### src/rtl/kyber_pkg.sv
// Shared Kyber constants and coefficient type for the noise/NTT datapath.
// Pure declarations: no logic, no latency.
// No flow control of its own; consumed by the streamer and encode paths.
package kyber_pkg;

  localparam int KYBER_Q     = 3329;
  localparam int KYBER_N     = 256;
  localparam int COEFF_W     = 12;
  localparam int CBD_W       = 4;
  localparam int NOISE_POLYS = 7;

  typedef logic [COEFF_W-1:0] coeff_t;

endpackage

### src/rtl/cbd_to_modq.sv
// Maps one 4-bit signed CBD sample to its representative in [0, Q-1] and flags |v| > 2.
// Latency: purely combinational.
// Backpressure: none; the caller qualifies the output with its own handshake.
module cbd_to_modq
  import kyber_pkg::*;
#(
  parameter int Q = KYBER_Q,
  parameter int W = COEFF_W
) (
  input  logic [CBD_W-1:0] cbd_i,
  output logic [W-1:0]     modq_o,
  output logic             out_of_range_o
);

  localparam logic [W-1:0] QW = W'(Q);

  logic [W-1:0] sext;

  // Negative samples fold to Q+v using W-bit wraparound arithmetic; the same
  // rule applies across the whole -8..7 range, so no saturation is needed.
  always_comb begin
    sext           = {{(W-CBD_W){cbd_i[CBD_W-1]}}, cbd_i};
    modq_o         = cbd_i[CBD_W-1] ? (QW + sext) : sext;
    // Legal eta=2 samples are 0,1,2 and the two's-complement codes of -1,-2.
    out_of_range_o = !((cbd_i <= CBD_W'(2)) || (cbd_i >= CBD_W'((2 ** CBD_W) - 2)));
  end

endmodule

### src/rtl/cbd_coeff_streamer.sv
// Buffers packed CBD noise polys (two slots) and streams them one mod-Q coefficient per cycle.
// Latency: first coefficient valid the cycle after capture; back-to-back polys stream with no bubble.
// Backpressure: coeff side stalls on !coeff_ready; a poly strobe arriving while both slots are full is dropped and flagged.
module cbd_coeff_streamer #(
  parameter int Q         = kyber_pkg::KYBER_Q,
  parameter int COEFF_W   = kyber_pkg::COEFF_W,
  parameter int NUM_POLYS = kyber_pkg::NOISE_POLYS
) (
  input  logic                clk,
  input  logic                rst_n,
  input  logic [1023:0]       poly_in,
  input  logic                poly_valid,
  output logic                poly_ready,
  output logic [COEFF_W-1:0]  coeff_out,
  output logic                coeff_valid,
  input  logic                coeff_ready,
  output logic [7:0]          coeff_idx,
  output logic [2:0]          poly_idx,
  output logic                last_coeff,
  output logic                last_poly,
  output logic                ovf_err,
  output logic                range_err
);

  import kyber_pkg::*;

  localparam logic [7:0] LAST_CIDX = 8'(KYBER_N - 1);
  localparam logic [2:0] LAST_PIDX = 3'(NUM_POLYS - 1);

  // Slot payload carries no reset: every output derived from it is qualified
  // by occupancy, which is reset.
  logic [KYBER_N*CBD_W-1:0] slot_q [2];

  logic        wr_sel_q;
  logic        rd_sel_q;
  logic [1:0]  count_q, count_d;
  logic [7:0]  cidx_q;
  logic [2:0]  pidx_q;
  logic        ovf_q;
  logic        range_q;

  logic               cap;
  logic               drop;
  logic               hs;
  logic               free;
  logic               valid_int;
  logic [CBD_W-1:0]   nib;
  logic [COEFF_W-1:0] mapped;
  logic               bad;

  // Occupancy decode, handshake qualification and nibble selection.
  always_comb begin
    valid_int = rst_n && (count_q != 2'd0);
    cap       = poly_valid && (count_q != 2'd2);
    drop      = poly_valid && (count_q == 2'd2);
    hs        = valid_int && coeff_ready;
    free      = hs && (cidx_q == LAST_CIDX);
    nib       = slot_q[rd_sel_q][{cidx_q, 2'b00} +: CBD_W];
  end

  cbd_to_modq #(
    .Q (Q),
    .W (COEFF_W)
  ) u_map (
    .cbd_i          (nib),
    .modq_o         (mapped),
    .out_of_range_o (bad)
  );

  // Net occupancy change: simultaneous capture and free cancel out.
  always_comb begin
    count_d = count_q;
    unique case ({cap, free})
      2'b10:   count_d = count_q + 2'd1;
      2'b01:   count_d = count_q - 2'd1;
      default: count_d = count_q;
    endcase
  end

  // Write the captured poly into the slot the write pointer selects.
  always_ff @(posedge clk) begin
    if (cap) begin
      slot_q[wr_sel_q] <= poly_in;
    end
  end

  // Pointer, index, occupancy and sticky-error state.
  always_ff @(posedge clk) begin
    if (!rst_n) begin
      wr_sel_q <= 1'b0;
      rd_sel_q <= 1'b0;
      count_q  <= 2'd0;
      cidx_q   <= 8'd0;
      pidx_q   <= 3'd0;
      ovf_q    <= 1'b0;
      range_q  <= 1'b0;
    end else begin
      count_q <= count_d;
      if (cap) begin
        wr_sel_q <= ~wr_sel_q;
      end
      if (drop) begin
        ovf_q <= 1'b1;
      end
      if (hs) begin
        cidx_q <= cidx_q + 8'd1;
        if (bad) begin
          range_q <= 1'b1;
        end
      end
      if (free) begin
        rd_sel_q <= ~rd_sel_q;
        pidx_q   <= (pidx_q == LAST_PIDX) ? 3'd0 : (pidx_q + 3'd1);
      end
    end
  end

  // Outputs are gated by rst_n so they read as idle for the whole reset
  // window, including the cycle before the first reset edge lands.
  always_comb begin
    poly_ready  = rst_n && (count_q != 2'd2);
    coeff_valid = valid_int;
    coeff_out   = valid_int ? mapped : '0;
    coeff_idx   = rst_n ? cidx_q : 8'd0;
    poly_idx    = rst_n ? pidx_q : 3'd0;
    last_coeff  = valid_int && (cidx_q == LAST_CIDX);
    last_poly   = valid_int && (cidx_q == LAST_CIDX) && (pidx_q == LAST_PIDX);
    ovf_err     = rst_n && ovf_q;
    range_err   = rst_n && range_q;
  end

endmodule

### config.mk
export PLATFORM = sky130hd
export DESIGN_NAME = cbd_coeff_streamer
export DESIGN_NICKNAME = d
export VERILOG_FILES = /design/src/rtl/kyber_pkg.sv /design/src/rtl/cbd_to_modq.sv /design/src/rtl/cbd_coeff_streamer.sv
export SDC_FILE = /design/constraint.sdc
export NUM_CORES = 2
export LEC_CHECK = 0
export ABC_AREA = 1
export CORE_MARGIN = 2
export CORE_UTILIZATION = 45
export CTS_CLUSTER_DIAMETER = 120
export DETAILED_ROUTE_END_ITERATION = 12
export PLACE_DENSITY_LB_ADDON = 0.25
export SLEW_MARGIN = 0
export SYNTH_ARGS = -nofsm -noshare
export SYNTH_HDL_FRONTEND = slang
export SYNTH_HIERARCHICAL = 1
export SYNTH_SLANG_ARGS = --single-unit
export TNS_END_PERCENT = 30
### constraint.sdc
create_clock -name clk -period 150.7 [get_ports clk]
set_input_delay 30.14 -clock clk [delete_from_list [all_inputs] [get_ports clk]]
set_output_delay 30.14 -clock clk [all_outputs]
set_load 0.01 [all_outputs]
Yosys cells after proc, flatten, opt, wreduce, memory -nomap -nowiden. Memory sizes are Yosys's and may differ from the RTL's. A register that Yosys moved wholly into a read port is not among the register bits. Cells that the tools add are included.

Register bits after elaboration: 17. Bits in writable memories: 2048. Input port bits: 1028. Word-level logic and storage cells: 49. Memories: 1.

Memory list: slot_q (words 2, bits a word 1024, read ports 1, clocked after Yosys merged registers in 1, wr ports 1, RTL line cbd_coeff_streamer.sv:32) `logic [KYBER_N*CBD_W-1:0] slot_q [2];`.

Add/subtract/negate cells: 5. Magnitude comparators: 2. Equality and inequality tests: 6. Shift operators: 1. Muxes and demuxes: 10. Bitwise logic cells: 3. Reduce and logical (&&, ||, !) cells: 14.

Operators with widths (count): $shiftx 1024x11->4 (1); $mux 12 (2); $add 11x4->12 const A (1); $logic_and 1x1->1 (10); $add 8x1->8 const B (1); $eq 8x8->1 const B (1); $mux 8 (1); $mux 3 (2); $eq 2x2->1 const B (2); $ge 4x4->1 const B (1); $le 4x2->1 const B (1); $mux 1 (4); $pmux 2 s2 (1); $reduce_bool 2->1 (2); $add 3x1->3 const B (1); $eq 3x3->1 const B (1); $not 1->1 (3); $add 2x1->2 const B (1); $eq 2x1->1 const B (1); $ne 2x2->1 const B (1); $reduce_and 2->1 (1); $sub 2x1->2 const B (1); $logic_or 1x1->1 (1).

Logic depth before layout (Yosys ltp).
Word-level depth: 6. Depth in mapped cells: 27. Gate-level depth less buffers: 24.

Hierarchy. The synthesis kept the hierarchy.

Modules (own cells, without submodules): cbd_coeff_streamer (instances 1, cells an instance 7302, area an instance 84150.7 um^2, sequential area each 61859.3 um^2); cbd_to_modq (instances 1, cells an instance 37, area an instance 193.9 um^2, sequential area each 0.0 um^2).

Least setup slack after synthesis. Ideal clock, no wire load.

Kind: input to register. Start point: input port poly_valid. End point: memory slot_q[0][0] (netlist name), enable pin. Arrival: 72684 ps. Data required time: 148252 ps. Setup slack: 75568 ps. Stages: 2. Path buffers: 0. Cell sequence: o21ai_0 > nor2_1.

Cells in the longest elaborated chain, start to end: 3.

RTL lines: start: declaration (RTL line cbd_coeff_streamer.sv:12) `input logic poly_valid,`; $logic_and 1x1->1 (RTL line cbd_coeff_streamer.sv:54) `cap = poly_valid && (count_q != 2'd2);`; $mux 1 (RTL line cbd_coeff_streamer.sv:82) `if (cap) begin`; $mux 1 (not written as such) (RTL line cbd_coeff_streamer.sv:83) `slot_q[wr_sel_q] <= poly_in;`; end: declaration (RTL line cbd_coeff_streamer.sv:32).

No other way between the ends.

Worst setup path after layout.
Start point: input port rst_n. End point: output port coeff_out[10].

Cells in the longest elaborated chain, start to end: 2.

RTL lines: start: declaration (RTL line cbd_coeff_streamer.sv:10) `input logic rst_n,`; $logic_and 1x1->1 (RTL line cbd_coeff_streamer.sv:53) `valid_int = rst_n && (count_q != 2'd0);`; $mux 12 (RTL line cbd_coeff_streamer.sv:123) `coeff_out = valid_int ? mapped : '0;`; end: declaration (RTL line cbd_coeff_streamer.sv:14) `output logic [COEFF_W-1:0] coeff_out,`.

No other way between the ends.

==> flow_summary.json <==
{
  "status": "finished, final reports clean",
  "async_flop_share": 0,
  "n_fill_cell": 15408,
  "critPathMaxFanout": 23,
  "fmax_ghz": 0.0157,
  "final_cell_mix": "nand2_1, edfxtp_1, nand3_1",
  "hold_class": "register to register",
  "io_pins": 1057,
  "cp_slowest_cell": "a21oi_2",
  "clock_sinks": 2066,
  "worst_pin_slew_ps": 1180,
  "pre_cts_ws_ps": 87250,
  "die_h_um": 437,
  "fin_ws_ps": 87190,
  "numPortBuffers": 1055,
  "fp-row-count": 158,
  "dieArea_sq_um": 191000,
  "drt_wl_total_mm": 277,
  "placed_cells": 10504,
  "skew_ps": 36.0,
  "clkTransAtPathRegs_ps": 60,
  "ys_ff_latch": 2066,
  "crit_family": "buffers and inverters",
  "synth_edf_count": 2048,
  "syn_area_sq_um": 84300,
  "grt_max_degree": 186,
  "critical_path.max_stage_delay_ps": 820,
  "hold_buffers": 0,
  "slew-limit-headroom": 0.214,
  "hpwlAfterDp_mm": 179,
  "final_area_sq_um": 104000,
  "yosysTopAreaCell": "edfxtp_1",
  "antenna_found_initial": 203,
  "cp.required_ps": 120560,
  "maxCapViolCount": 0,
  "drtAntennaViolNets": 0,
  "p_per_area_nw_per_um2": 12.3,
  "synth_top_area_frac": 0.729,
  "final_common_cell": "nand2_1",
  "clockBufferDepth": 3,
  "area_delta_synth_final_pct": 22.8,
  "yosysUniqueCellTypes": 28,
  "postCtsSetupBuffers": 0,
  "htree_levels": 4,
  "cp-end-kind": "primary output",
  "worstHoldEndpoint": "ovf_q",
  "synthCells": 7339,
  "first_pass_iters": 6,
  "cts_made_buffers": 209,
  "cts_resized": 0,
  "wire_per_inst_um": 25.1,
  "drtIter0Drc": 6345,
  "setup_viol": 0,
  "rsz0062_at_grt": "no",
  "timing.hold.worst_path_depth": 2,
  "drv_slew": 0,
  "finalNonFillerCells": 11034,
  "path_cells": "clkdlybuf4s50_1, buf_4, inv_1, a21oi_2, inv_1, nor2_1, clkdlybuf4s50_1",
  "placed_area_sq_um": 96800,
  "yosys_warnings": 6,
  "insertion_delay_ps": 870,
  "hold_viol_final": 0,
  "netlist_top_cells_area": "edfxtp_1, nand2_1, nand3_1",
  "final_layout_size_suffix_gt1_frac": 0.0446,
  "fin_nets": 9268,
  "core_sq_um": 186000,
  "die_x_um": 437,
  "start_util": 0.454,
  "rr_endpoint": "range_q",
  "period_share": 0.421,
  "crit_type": "input port to primary output",
  "grt.total_usage": 0.281,
  "drc": 0,
  "grt.overflow.total": 0,
  "cp-start-kind": "input port",
  "clockRootBuffer": "clkbuf_16",
  "tritoncts": "yes",
  "synth_flop_cell": "edfxtp_1",
  "cp.arrival_ps": 33370,
  "vias": 59758,
  "syn_nets": 8372,
  "p_leak_nw": 38.2,
  "synth_area_per_cell_sq_um": 11.5,
  "r2r_cells": 23,
  "grt_pass1_vias": 56628,
  "grt_pass1_wl_mm": 389,
  "cp_num_buf_inv": 5,
  "min_from": "ovf_q",
  "ir_worst_vdd_v": 0.00000969,
  "reg2reg_setup_slack_ps": 144430,
  "viasPerCell": 5.42,
  "period_needed_ps": 63510,
  "ys_seq_area_frac": 0.733,
  "finalSetupTns_ps": 0,
  "place.gp.congestion": 0.881
}
## cell type report
| type | count | area (sq um) | area share |
|---|---|---|---|
| Clock buffer | 272 | 5510 | 0.0532 |
| Antenna cell | 146 | 365 | 0.00353 |
| Timing Repair Buffer | 1137 | 11400 | 0.110 |
| Multi-Input combinational cell | 4531 | 19300 | 0.186 |
| Inverter | 290 | 1120 | 0.0108 |
| Sequential cell | 2066 | 61900 | 0.597 |
| Tap cell | 2480 | 3100 | 0.0300 |
| Clock inverter | 112 | 951 | 0.00918 |
## worst reg2reg max path, stage by stage (launching register included)
cell and delay, ps:
dfxtp_4 800, buf_12 670, buf_4 950, buf_4 760
nand2_1 160, nand3_1 180, nand3_1 110, nand2_1 130
nand2_1 70, nand3_1 160, nand3_1 250, nand2_1 170
nand2_1 90, nor2_1 170, nor2_1 80, nor2_1 790
ha_1 300, inv_1 50, nand2_1 60, nand2_1 60
nand2_1 50, inv_1 30, nand2_1 50, nand2_1 40
## kinds of logic (layout without fill, tap and decap cells)
group,after synthesis,count (layout),synth area share
XOR/XNOR,1,1,0.000104
buffers and inverters,742,1811,0.0381
AO/OA/AOI/OAI,305,305,0.0194
adder cells (fa/ha/maj),5,5,0.000742
AND/OR/NAND/NOR,4219,4219,0.208
other,1,147,0.0000445
flip-flops,2066,2066,0.733
## stage by stage
stage | utilization | power [mW] | hold slack, ps
finish | 0.557 | 1.28 | 458
global placement | 0.521 | 0.794 | 450
detailed placement | 0.521 | 0.797 | 447
floorplan | - | 0.801 | 417
global route | 0.557 | 1.32 | 481
CTS | 0.555 | 1.29 | 461
## registers in the layout (all words and copies together), names as in the netlist, named ones only
name      cells
count_q       2
range_q       1
slot_q     2048
wr_sel_q      1
cidx_q        8
pidx_q        3
rd_sel_q      1
ovf_q         1
## report_power, final
part           internal [mW]  switching (mW)  total (mW)
sequential             0.673         0.00797       0.681
clock                  0.271           0.222       0.493
combinational         0.0410          0.0629       0.104
## cell usage after synthesis (4+ instances only)
cell      number
nand3_1     1366
edfxtp_1    2048
a21oi_1       26
o21ai_0      196
nand2_1     2345
inv_1        272
clkinv_1      15
buf_4         35
clkbuf_1     116
dfxtp_1       18
buf_1         72
nor3_1         4
buf_2        227
ha_1           5
o211ai_1      36
nor2_1       500
o21ai_1       42
## per-layer routing
| layer | global-route usage | up-vias | share of wire |
|---|---|---|---|
| met5 | 0 | - | 0.0021 |
| met4 | 0.174 | 94 | 0.059 |
| met3 | 0.0603 | 667 | 0.078 |
| met2 | 0.457 | 2626 | 0.49 |
| met1 | 0.343 | 29023 | 0.37 |
| li1 | - | 27348 | - |
## worst max path at each step
stage	startpoint	end	slack [ps]	cells after the start
finish	rst_n	coeff_out[10]	87190	7
floorplan	poly_valid	slot_q[0][0]	75570	2
CTS	rst_n	coeff_out[10]	87250	7
global placement	rst_n	coeff_out[5]	87310	7
detailed placement	rst_n	coeff_out[10]	87250	7
global route	rst_n	coeff_out[3]	87210	7
(Power assumes the default switching activity.)
